===== src/rtl/conv_layer_scheduler.sv =====
// Sequences one conv layer: per kernel, load weights, pulse conv start, wait for done, advance.
// Latency: layer_start->load req 1 cycle, ack->conv_start 1 cycle, conv_done->next req 2 cycles.
// Backpressure: waits indefinitely for kernel_load_ack; RUN is bounded by a watchdog; abort wins.
module conv_layer_scheduler #(
    parameter int NUM_KERNELS    = 4,
    parameter int KIDX_BW        = 2,
    parameter int TIMEOUT_CYCLES = 1024
) (
    input  logic               clock,
    input  logic               reset,
    input  logic               layer_start,
    input  logic               abort,
    output logic               kernel_load_req,
    input  logic               kernel_load_ack,
    output logic               conv_start,
    input  logic               conv_done,
    output logic [KIDX_BW-1:0] kernel_index,
    output logic               layer_busy,
    output logic               layer_done,
    output logic               timeout_err
);

    typedef enum logic [2:0] {
        S_IDLE  = 3'd0,
        S_LOAD  = 3'd1,
        S_START = 3'd2,
        S_RUN   = 3'd3,
        S_NEXT  = 3'd4,
        S_DONE  = 3'd5
    } state_t;

    // Watchdog leaves RUN on this count, so the 16-bit counter can never wrap.
    localparam logic [15:0]        WD_LAST   = 16'(TIMEOUT_CYCLES - 1);
    localparam logic [KIDX_BW-1:0] KIDX_LAST = KIDX_BW'(NUM_KERNELS - 1);

    state_t               state_q, state_d;
    logic [KIDX_BW-1:0]   kidx_q, kidx_d;
    logic [15:0]          wd_q, wd_d;
    logic                 terr_q, terr_d;

    // State, kernel index, watchdog and sticky error registers.
    always_ff @(posedge clock or negedge reset) begin
        if (!reset) begin
            state_q <= S_IDLE;
            kidx_q  <= '0;
            wd_q    <= '0;
            terr_q  <= 1'b0;
        end else begin
            state_q <= state_d;
            kidx_q  <= kidx_d;
            wd_q    <= wd_d;
            terr_q  <= terr_d;
        end
    end

    // Next-state logic; abort is applied last so it overrides every other transition.
    always_comb begin
        state_d = state_q;
        kidx_d  = kidx_q;
        wd_d    = wd_q;
        terr_d  = terr_q;
        case (state_q)
            S_IDLE: begin
                if (layer_start) begin
                    state_d = S_LOAD;
                    kidx_d  = '0;
                    terr_d  = 1'b0;
                end
            end
            S_LOAD: begin
                if (kernel_load_ack) begin
                    state_d = S_START;
                end
            end
            S_START: begin
                state_d = S_RUN;
                wd_d    = '0;
            end
            S_RUN: begin
                wd_d = wd_q + 16'd1;
                // A done arriving on the expiry cycle still counts as success.
                if (conv_done) begin
                    state_d = S_NEXT;
                end else if (wd_q == WD_LAST) begin
                    terr_d  = 1'b1;
                    state_d = S_IDLE;
                end
            end
            S_NEXT: begin
                if (kidx_q == KIDX_LAST) begin
                    state_d = S_DONE;
                end else begin
                    kidx_d  = kidx_q + 1'b1;
                    state_d = S_LOAD;
                end
            end
            S_DONE: begin
                kidx_d  = '0;
                state_d = S_IDLE;
            end
            default: begin
                state_d = S_IDLE;
                kidx_d  = '0;
            end
        endcase
        if (abort) begin
            state_d = S_IDLE;
            kidx_d  = '0;
        end
    end

    // Outputs decoded purely from registered state, so they are glitch-free.
    assign kernel_load_req = (state_q == S_LOAD);
    assign conv_start      = (state_q == S_START);
    assign layer_busy      = (state_q != S_IDLE);
    assign layer_done      = (state_q == S_DONE);
    assign kernel_index    = kidx_q;
    assign timeout_err     = terr_q;

endmodule


===== config.mk =====
export PLATFORM = sky130hd
export DESIGN_NAME = conv_layer_scheduler
export DESIGN_NICKNAME = d
export VERILOG_FILES = /design/src/rtl/conv_layer_scheduler.sv
export SDC_FILE = /design/constraint.sdc
export NUM_CORES = 1
export LEC_CHECK = 0
export ABC_AREA = 1
export CAP_MARGIN = 20
export CORE_MARGIN = 1
export CORE_UTILIZATION = 40
export DETAILED_ROUTE_END_ITERATION = 12
export GPL_TIMING_DRIVEN = 0
export PLACE_DENSITY = 0.63
export SLEW_MARGIN = 15
export SYNTH_ARGS = -nofsm -noshare
export SYNTH_HDL_FRONTEND = slang
export SYNTH_SLANG_ARGS = --single-unit
export TNS_END_PERCENT = 30

===== constraint.sdc =====
create_clock -name clock -period 3.13 [get_ports clock]
set_input_delay 0.939 -clock clock [delete_from_list [all_inputs] [get_ports clock]]
set_output_delay 0.939 -clock clock [all_outputs]
set_load 0.05 [all_outputs]

==> metrics.csv <==
metric,value,unit
Post-Layout Cell Count,245,
Nets,210,
"Cell Area, Synth",0.00132,mm²
IO Pins,13,
Mean Syn Cell Area,7.18,µm²
Synth area leaders,"dfrtp_1, nand2_1, inv_1",
maxcap violations,0,
pwr/cell area,524,mW/mm²
H-tree level count,1,
Final Max Tran Viols,0,
RSZ-0062 raised after global routing,no,
diode count,0,
Crit. End Element,output pin,
Die Y-Extent,59.5,µm
Total Routing Usage GR,18.5,%
DR iter-0 viols,50,
"count leader, synth",nand2_1,
Post-synth ARST share,100,%
max_slew headroom,62.0,%
vias in the first global route,1137,
TritonRoute pass-1 iters,4,
post-DP HPWL,2100,µm
"Power, Total",0.000819,W
Critical Path RT,2190,ps
fill count,327,
WS Path Type,reg2out,
first-pass GRT wire length,4870,µm
Num CTS Buffers,3,
synth cell count leaders,"nand2_1, inv_1, dfrtp_1, nor2_1, o21ai_0",
DRC errors left,0,
Yosys reg bits,22,
"Seq/Total Area, Yosys",41.7,%
syn_nets,192,
Final ANT Viol Nets,0,
largest net degree at the start of global routing,23,
DR vias/cell,4.90,
"Max FO, Critical Path",5,
achievable frequency,346,MHz
post-place setup slack,332,ps
Yosys top cell by area,dfrtp_1,
final number of hold-violating endpoints,0,
"Top FF cell, synth",dfrtp_1,
routability congestion estimate,0.822,
Max IR drop VDD,0.385,mV
detailed-route via count,1200,
Yosys Warn Count,0,
Sink Count,22,
IO Port Bufs,12,
worst slew pin tran,569,ps
dpl cell area,0.00150,mm²
"EDFF count, synth",0,
Setup TNS Final,0,ps
Setup Skew,22.4,ps
drt wl/cell,11.6,µm
GRT overflow,0,
Final Setup Violations,0,
"final std cell area, no fill",0.00156,mm²
Die X,59.5,µm
Netlist cell types,27,
leak pwr,0.759,nW
CTS tree,done,
WL final,2840,µm
Initial Util,42.6,%
top-area cell type share of the netlist area,41.7,%
crit path DAT,1950,ps
startpoint types,flip-flop,
fraction of final layout cells with drive strength greater than 1,8.96,%
status,"complete, no violations",
Die Area,0.00354,mm²
Core Area,0.00310,mm²
period utilization,92.3,%
Tmin final,2890,ps
post-placement cell count,240,
worst skew pair latency,330,ps
Setup WS post-layout,240,ps
Setup Buffers After CTS,0,
row count,20,
Root Buffer,clkbuf_4,
Gate Count Post-Synth,184,
Clock transition at path regs,150,ps
worst min-delay path category,reg2reg,
Longest Clk Path Bufs,2,
initial antenna violation count,0,
synth-to-layout area growth,18.3,%
-- worst paths after layout --
check	startpoint	to	slack, ps	cells after the start
min in group asynchronous	reset	wd_q[5]$_DFFE_PN0P_	950	1
worst min register to register	timeout_err$_DFFE_PN0P_	timeout_err$_DFFE_PN0P_	490	2
worst min-delay path	timeout_err$_DFFE_PN0P_	timeout_err$_DFFE_PN0P_	490	2
worst max register to register	state_q[2]$_DFFE_PN0P_	timeout_err$_DFFE_PN0P_	1730	9
worst max-delay path	state_q[0]$_DFFE_PN0P_	layer_busy	240	5
max in group asynchronous	reset	state_q[2]$_DFFE_PN0P_	1670	2
-- critical path, cell delays in order, from the launching register on --
cell             delay [ps]
dfrtp_1                 450
inv_1                   130
nand2_1                 120
nor2_1                   60
inv_1                    90
clkdlybuf4s50_1         800
-- registers in the layout, indices dropped and copies added (netlist names) --
register,flops
state_q,3
wd_q,16
timeout_err,1
kernel_index,2
-- through the flow --
| stage | hold WS (ps) | util (%) |
|---|---|---|
| global route | 513 | 50.4 |
| global placement | 453 | 48.2 |
| floorplan | 455 | - |
| detailed placement | 457 | 48.2 |
| CTS | 492 | 49.9 |
| finish | 490 | 50.4 |
-- timing repair --
| item | CTS | global route |
|---|---|---|
| hold buffers | 0 | 0 |
| setup endpoints to repair | 1 | 0 |
| gates resized for setup | 1 | 0 |
-- cells in the final DEF, fill, tap and decap left out, types with 3 or more instances in the layout --
master           instances
clkdlybuf4s50_1         11
o21ai_0                 16
clkbuf_4                 3
nor2_1                  20
a21oi_1                  6
nand3_1                 13
dfrtp_1                 22
inv_1                   24
nand4_1                  3
nand2_1                 51
inv_2                    4
nor3_1                   4
-- layer usage --
| metal | wire [µm] | vias up | share of wire [%] | global-route usage [%] |
|---|---|---|---|---|
| met5 | 0 | - | 0 | 0 |
| met4 | 24 | 0 | 0.84 | 5.10 |
| met3 | 98 | 2 | 3.4 | 3.93 |
| met2 | 1350 | 21 | 48 | 31.3 |
| met1 | 1370 | 549 | 48 | 23.7 |
| li1 | - | 628 | - | - |
-- kinds of logic (layout without fill, tap and decap cells) --
group / after synthesis / in the layout / synth area share (%)
AOI/OAI and AO/OA: 28 / 28 / 11.4
xor gates and xnor gates: 1 / 1 / 0.663
adders and majority gates: 2 / 2 / 1.89
buffers and inverters: 29 / 46 / 8.81
DFF: 22 / 22 / 41.7
muxes: 1 / 1 / 0.758
and+or+nand+nor: 101 / 101 / 34.8
-- layout make-up --
| class | count | area (µm²) | share of cell area (%) |
|---|---|---|---|
| Sequential cell | 22 | 551 | 35.2 |
| Clock inverter | 1 | 30.0 | 1.92 |
| Clock buffer | 3 | 22.5 | 1.44 |
| Inverter | 28 | 105 | 6.73 |
| Buffer | 1 | 11.3 | 0.721 |
| Multi-Input combinational cell | 133 | 654 | 41.9 |
| Timing Repair Buffer | 13 | 134 | 8.57 |
| Tap cell | 44 | 55.1 | 3.52 |
-- power by group --
part           switching [W]  leakage [nW]  internal, W  total (W)
logic               0.000181         0.427    0.0000826   0.000264
clock network      0.0000982        0.0279     0.000130   0.000228
registers          0.0000204         0.304     0.000307   0.000327
(Power assumes the default switching activity.)
